File: src/rtl/fetch_pkg.sv
// Shared types and constants for the instruction fetch slice.
package fetch_pkg;

  localparam int INSTR_WIDTH = 32;
  // Width of the PC stored alongside each buffered instruction.
  // The fetch unit supports address widths up to this value.
  localparam int PC_WIDTH    = 32;
  localparam int PC_INCR     = 4;

  typedef struct packed {
    logic [INSTR_WIDTH-1:0] instr;
    logic [PC_WIDTH-1:0]    pc;
  } fetch_entry_t;

endpackage

File: src/rtl/fetch_fifo.sv
// In-order instruction buffer of fetch_entry_t.
// Synchronous flush, and flush wins over a same-cycle push.
// A push and a pop in the same cycle are allowed even when full.
module fetch_fifo
  import fetch_pkg::*;
#(
  parameter int DEPTH = 4
) (
  input  logic                   clk,
  input  logic                   rst,
  input  logic                   flush,
  input  logic                   push,
  input  fetch_entry_t           push_data,
  input  logic                   pop,
  output fetch_entry_t           head,
  output logic [$clog2(DEPTH):0] count
);

  localparam int AW = $clog2(DEPTH);
  localparam logic [AW-1:0] PTR_ONE = 1;
  localparam logic [AW:0]   CNT_ONE = 1;

  fetch_entry_t  mem [DEPTH];
  logic [AW-1:0] wr_ptr;
  logic [AW-1:0] rd_ptr;

  // Storage write; contents need no reset because count gates every read.
  always_ff @(posedge clk) begin
    if (push && !flush) mem[wr_ptr] <= push_data;
  end

  // Pointer and occupancy bookkeeping.
  always_ff @(posedge clk) begin
    if (rst || flush) begin
      wr_ptr <= '0;
      rd_ptr <= '0;
      count  <= '0;
    end else begin
      if (push) wr_ptr <= wr_ptr + PTR_ONE;
      if (pop)  rd_ptr <= rd_ptr + PTR_ONE;
      case ({push, pop})
        2'b10:   count <= count + CNT_ONE;
        2'b01:   count <= count - CNT_ONE;
        default: ;
      endcase
    end
  end

  assign head = mem[rd_ptr];

endmodule

File: src/rtl/instr_fetch_unit.sv
// Fetch stage: owns the PC, issues word reads to instruction memory,
// buffers returned words in order and hands them to decode.
// Optional performance counters: define INSTR_FETCH_PERF_EN.
//
// Handshakes: a transfer happens in a cycle where valid && ready are both
// high. Request valid never depends on imem_req_ready, and the address is
// held while valid && !ready. Responses have no ready and are always taken.
module instr_fetch_unit
  import fetch_pkg::*;
#(
  parameter int                    ADDR_WIDTH = 32,
  parameter logic [ADDR_WIDTH-1:0] RESET_PC   = 32'h0000_0000,
  parameter int                    FIFO_DEPTH = 4
) (
  input  logic                   clk,
  input  logic                   rst,
  output logic                   imem_req_valid,
  input  logic                   imem_req_ready,
  output logic [ADDR_WIDTH-1:0]  imem_req_addr,
  input  logic                   imem_rsp_valid,
  input  logic [INSTR_WIDTH-1:0] imem_rsp_data,
  input  logic                   redirect_valid,
  input  logic [ADDR_WIDTH-1:0]  redirect_pc,
  output logic                   instr_valid,
  input  logic                   instr_ready,
  output logic [INSTR_WIDTH-1:0] instr,
  output logic [ADDR_WIDTH-1:0]  instr_pc
`ifdef INSTR_FETCH_PERF_EN
  ,
  output logic [31:0]            perf_fetched,
  output logic [31:0]            perf_dropped,
  output logic [15:0]            perf_redirects
`endif
);

  localparam int CW = $clog2(FIFO_DEPTH) + 1;
  localparam logic [CW-1:0]         CNT_ONE    = 1;
  localparam logic [CW:0]           CREDIT_MAX = (CW+1)'(FIFO_DEPTH);
  localparam logic [ADDR_WIDTH-1:0] PC_STEP    = ADDR_WIDTH'(PC_INCR);

  logic [ADDR_WIDTH-1:0] fetch_pc;
  logic [ADDR_WIDTH-1:0] rsp_pc;
  logic [ADDR_WIDTH-1:0] redirect_target;
  logic [CW-1:0]         outstanding;
  logic [CW-1:0]         drop_cnt;
  logic [CW-1:0]         fifo_count;
  logic [CW:0]           credit_used;
  logic                  req_fire;
  logic                  rsp_drop;
  logic                  fifo_push;
  logic                  fifo_pop;
  logic                  fifo_empty;
  fetch_entry_t          push_entry;
  fetch_entry_t          head_entry;
  fetch_entry_t          last_entry;

  // Requests in flight plus buffered entries never exceed the buffer size,
  // so every response is guaranteed a slot.
  assign credit_used     = {1'b0, outstanding} + {1'b0, fifo_count};
  assign imem_req_valid  = !rst && !redirect_valid && (credit_used < CREDIT_MAX);
  assign imem_req_addr   = fetch_pc;
  assign req_fire        = imem_req_valid && imem_req_ready;
  assign redirect_target = redirect_pc & ~ADDR_WIDTH'(2'b11);

  // Wrong-path words: anything arriving with a redirect, or while drops remain.
  assign rsp_drop   = imem_rsp_valid && (redirect_valid || (drop_cnt != '0));
  assign fifo_push  = imem_rsp_valid && !rsp_drop;
  assign push_entry = '{instr: imem_rsp_data, pc: PC_WIDTH'(rsp_pc)};

  assign fifo_empty  = (fifo_count == '0);
  assign instr_valid = !rst && !redirect_valid && !fifo_empty;
  assign fifo_pop    = instr_valid && instr_ready;
  // When empty, the last delivered instruction stays on the outputs.
  assign instr       = fifo_empty ? last_entry.instr : head_entry.instr;
  assign instr_pc    = ADDR_WIDTH'(fifo_empty ? last_entry.pc : head_entry.pc);

  fetch_fifo #(
    .DEPTH(FIFO_DEPTH)
  ) u_fifo (
    .clk      (clk),
    .rst      (rst),
    .flush    (redirect_valid),
    .push     (fifo_push),
    .push_data(push_entry),
    .pop      (fifo_pop),
    .head     (head_entry),
    .count    (fifo_count)
  );

  // PC tracking, in-flight count and wrong-path drop count.
  always_ff @(posedge clk) begin
    if (rst) begin
      fetch_pc    <= RESET_PC;
      rsp_pc      <= RESET_PC;
      outstanding <= '0;
      drop_cnt    <= '0;
    end else begin
      case ({req_fire, imem_rsp_valid})
        2'b10:   outstanding <= outstanding + CNT_ONE;
        2'b01:   outstanding <= outstanding - CNT_ONE;
        default: ;
      endcase
      if (redirect_valid) begin
        fetch_pc <= redirect_target;
        rsp_pc   <= redirect_target;
        // Everything still in flight after this cycle belongs to the old path.
        drop_cnt <= imem_rsp_valid ? outstanding - CNT_ONE : outstanding;
      end else begin
        if (req_fire)  fetch_pc <= fetch_pc + PC_STEP;
        if (fifo_push) rsp_pc   <= rsp_pc + PC_STEP;
        if (imem_rsp_valid && (drop_cnt != '0)) drop_cnt <= drop_cnt - CNT_ONE;
      end
    end
  end

  // Hold the most recently delivered instruction for the empty case.
  always_ff @(posedge clk) begin
    if (rst)           last_entry <= '0;
    else if (fifo_pop) last_entry <= head_entry;
  end

`ifdef INSTR_FETCH_PERF_EN
  logic [31:0] dropped_inc;
  logic [32:0] fetched_sum;
  logic [32:0] dropped_sum;
  logic [16:0] redirect_sum;

  assign dropped_inc  = (redirect_valid ? 32'(fifo_count) : 32'd0) + (rsp_drop ? 32'd1 : 32'd0);
  assign fetched_sum  = {1'b0, perf_fetched} + 33'(fifo_pop);
  assign dropped_sum  = {1'b0, perf_dropped} + {1'b0, dropped_inc};
  assign redirect_sum = {1'b0, perf_redirects} + 17'(redirect_valid);

  // Saturating event counters.
  always_ff @(posedge clk) begin
    if (rst) begin
      perf_fetched   <= '0;
      perf_dropped   <= '0;
      perf_redirects <= '0;
    end else begin
      perf_fetched   <= fetched_sum[32]   ? '1 : fetched_sum[31:0];
      perf_dropped   <= dropped_sum[32]   ? '1 : dropped_sum[31:0];
      perf_redirects <= redirect_sum[16]  ? '1 : redirect_sum[15:0];
    end
  end
`endif

endmodule

File: config.mk
export PLATFORM = sky130hd
export DESIGN_NAME = instr_fetch_unit
export DESIGN_NICKNAME = d
export VERILOG_FILES = /design/src/rtl/fetch_pkg.sv /design/src/rtl/fetch_fifo.sv /design/src/rtl/instr_fetch_unit.sv
export SDC_FILE = /design/constraint.sdc
export NUM_CORES = 1
export LEC_CHECK = 0
export CAP_MARGIN = 5
export CORE_ASPECT_RATIO = 1.2
export CORE_MARGIN = 2
export CORE_UTILIZATION = 40
export CTS_CLUSTER_SIZE = 12
export DETAILED_ROUTE_END_ITERATION = 8
export MAX_ROUTING_LAYER = met4
export SLEW_MARGIN = 15
export SYNTH_ARGS = -nofsm -noshare
export SYNTH_HDL_FRONTEND = slang
export SYNTH_SLANG_ARGS = --single-unit
File: constraint.sdc
create_clock -name clk -period 4.4 [get_ports clk]
set_input_delay 0.88 -clock clk [delete_from_list [all_inputs] [get_ports clk]]
set_output_delay 0.88 -clock clk [all_outputs]
set_load 0.05 [all_outputs]
==> results.cfg <==
[pwr]
comb_power_share = 0.076
power_density_nw_per_um2 = 408
swShare = 0.225
power.sequential.fraction = 0.498
vdd.ir_drop.worst_v = 0.000211
leakage_power_total_nw = 6.32
power.total_mw = 8.12
total_switching_power_mw = 1.83
power.internal_mw = 6.29
power.share.clock = 0.427

[clock_tree]
clockRootBuffer = sky130_fd_sc_hd__clkbuf_16
clock-sinks = 385
cts-resized-gates = 0
worst_setup_hold_path_clk_slew_ns = 0.06
hold_buffers = 0
insertion_delay_ns = 0.54
clock_path_buffers = 3
cts-buffers-inserted = 41
ctsHtreeMaxLevel = 2
cts_setup_buffers = 0
cts_tree = built

[final_layout]
layout-drive-gt1-share = 0.163
flow.area_growth_from_synthesis_pct = 22.4
layout.nets = 1448
final.fill_count = 3439
num_antenna_cells = 0
seq_area_um2 = 10200
area_of_the_multi_input_gates_um2 = 5710

[timing]
slew-limit-headroom = 0.300
finish_stage_setup_viols = 0
max_freq_ghz = 0.265
slew_violations = 0
skew_ns = 0.0212
grt_setup_unrepaired = no
layout_worst_path_cycle_share = 0.856
setup_tns_ns = 0
min_period_ns = 3.77
finalHoldViolCount = 0
worstMarginPinSlew_ns = 1.05

[placement]
port_buffer_count = 161
place_congestion = 0.882
place_hpwl_um = 23800

[routing]
first_iter_violations = 690
drc_errors = 0
routed_wire_length_per_instance_um = 20.1
drt_pass1_iterations = 5
detail_route.wirelength_um = 38800
routed_via_density = 5.53
detailroute.via_count = 10700
antenna_violating_nets_post_route = 0

[synthesis]
ys_warn_count = 0
synthCells = 1208
cell_taking_the_most_area_after_synthesis = sky130_fd_sc_hd__edfxtp_1
syn_area_per_cell_um2 = 13.5
synth_area_um2 = 16300
yosysSeqAreaShare = 0.626
synthTopCellsByArea = sky130_fd_sc_hd__edfxtp_1 46%, sky130_fd_sc_hd__dfxtp_1 17%, sky130_fd_sc_hd__mux4_2 8.6%, sky130_fd_sc_hd__mux2_2 4.3%, sky130_fd_sc_hd__nand2_1 3.9%
async_reset_ff_frac = 0
synth.ff_latch_count = 385
dominantRegCellSynth = sky130_fd_sc_hd__edfxtp_1
yosys-top-cells-count = 248 x sky130_fd_sc_hd__edfxtp_1, 167 x sky130_fd_sc_hd__nand2_1, 137 x sky130_fd_sc_hd__dfxtp_1
synth-edff-count = 248
synth_most_common_cell = sky130_fd_sc_hd__edfxtp_1
yosys.cell_types.count = 62
fraction_of_post_synthesis_cell_area_in_the_top_cell_type_by_area = 0.458

[die]
floorplan.die_area_um2 = 42300
placementRows = 80
die_width_um = 188
die_height_um = 225
floorplan.initialDensity = 0.407
io_pins = 168
core_um2 = 39900

[outcome]
run_status = finished, final reports clean

[global_routing]
total_grt_overflow = 0
grt_antenna_before_repair = 0
grt_use_total = 0.189
grt_max_degree = 78
grt_first_pass_wirelength_um = 60600
vias_in_the_first_global_route = 10800

[setup_path]
regToRegStartpoint = outstanding[2]$_SDFFE_PP0P_
critical_path_peak_fanout = 22
timing.critical_path.from_type = flip-flop
setup_cp_type = reg2out
critical_path_required_ns = 3.52
timing.critical_path.to_type = output pin
critical_path_arrival_ns = 2.89

[flow_run]
cap_viol_max_count = 0

[min_path]
min_from = last_entry[10]$_SDFFE_PP0P_
holdCritPathClass = reg2reg
registers in the layout, summed over array words and instances (netlist names), 3 cells and up, named ones only:
| name | flops |
|---|---|
| imem_req_addr | 30 |
| u_fifo.count | 3 |
| u_fifo.mem | 248 |
| rsp_pc | 30 |
| last_entry | 62 |
| drop_cnt | 3 |
| outstanding | 3 |
area by class of cell:
| type | instances | share of cell area |
|---|---|---|
| multi-input combinational | 730 | 0.287 |
| clock buffer | 64 | 0.0600 |
| timing repair buffer | 185 | 0.0959 |
| tap | 533 | 0.0335 |
| inverter | 20 | 0.00377 |
| clock inverter | 12 | 0.00804 |
| sequential | 385 | 0.512 |
power by group through the flow:
stage | logic [mW] | clock network (mW) | registers [mW]
floorplan | 0.327 | 0 | 4.14
global placement | 0.611 | 0 | 4.11
finish | 0.616 | 3.46 | 4.04
CTS | 0.619 | 3.56 | 4.04
global route | 0.659 | 3.69 | 4.05
detailed placement | 0.616 | 0 | 4.11
kinds of logic (layout without fill, tap and decap cells):
kind of cell | Yosys count | after routing | synth area share
buffers and inverters | 96 | 281 | 0.0244
other | 1 | 4 | 0.000230
and+or+nand+nor | 360 | 360 | 0.113
DFF | 385 | 385 | 0.626
xor gates and xnor gates | 24 | 24 | 0.0129
muxes | 127 | 127 | 0.131
adders and majority gates | 15 | 15 | 0.0120
AOI/OAI and AO/OA | 200 | 200 | 0.0810
per-stage QoR:
stage | std cells | hold WS (ns) | instance area (um2) | setup slack [ns] | utilization
floorplan | 1211 | 0.434 | 16300 | 0.833 | -
global placement | 1853 | 0.439 | 18600 | 0.759 | 0.465
detailed placement | 1853 | 0.445 | 18600 | 0.773 | 0.465
CTS | 1929 | 0.454 | 19900 | 0.545 | 0.498
global route | 1929 | 0.474 | 19900 | 0.493 | 0.498
finish | 1929 | 0.451 | 19900 | 0.633 | 0.498
layer usage:
layer | track usage | vias up | part of all wire
met3 | 0.0271 | 55 | 0.053
met4 | 0.0485 | 0 | 0.018
met1 | 0.240 | 5299 | 0.43
met5 | - | - | 0
met2 | 0.319 | 329 | 0.50
li1 | - | 4986 | -
path summary, 6_finish.rpt:
path / depth (start not counted) / slack (ns) / end
min reg2reg: 2 / 0.45 / last_entry[10]$_SDFFE_PP0P_
min: 2 / 0.45 / last_entry[10]$_SDFFE_PP0P_
max: 4 / 0.63 / instr_pc[19]
max reg2reg: 7 / 1.60 / outstanding[2]$_SDFFE_PP0P_
cells in the final DEF, fill, tap and decap left out, drive strengths merged, types with 20 or more instances in the layout:
cell / n
edfxtp: 248
nand2: 167
clkdlybuf4s50: 158
dfxtp: 137
a21oi: 74
clkbuf: 64
mux4: 62
mux2: 62
nor2: 33
nand4: 30
nand3: 27
buf: 27
or4: 24
inv: 20
critical path, cell delays in order (launching register included):
cell and delay (ns):
sky130_fd_sc_hd__dfxtp_4 0.35, sky130_fd_sc_hd__buf_4 0.40, sky130_fd_sc_hd__mux4_2 0.58, sky130_fd_sc_hd__mux2_2 0.32, sky130_fd_sc_hd__clkdlybuf4s50_1 0.71
Note: power is estimated with default switching activity, not from simulation.
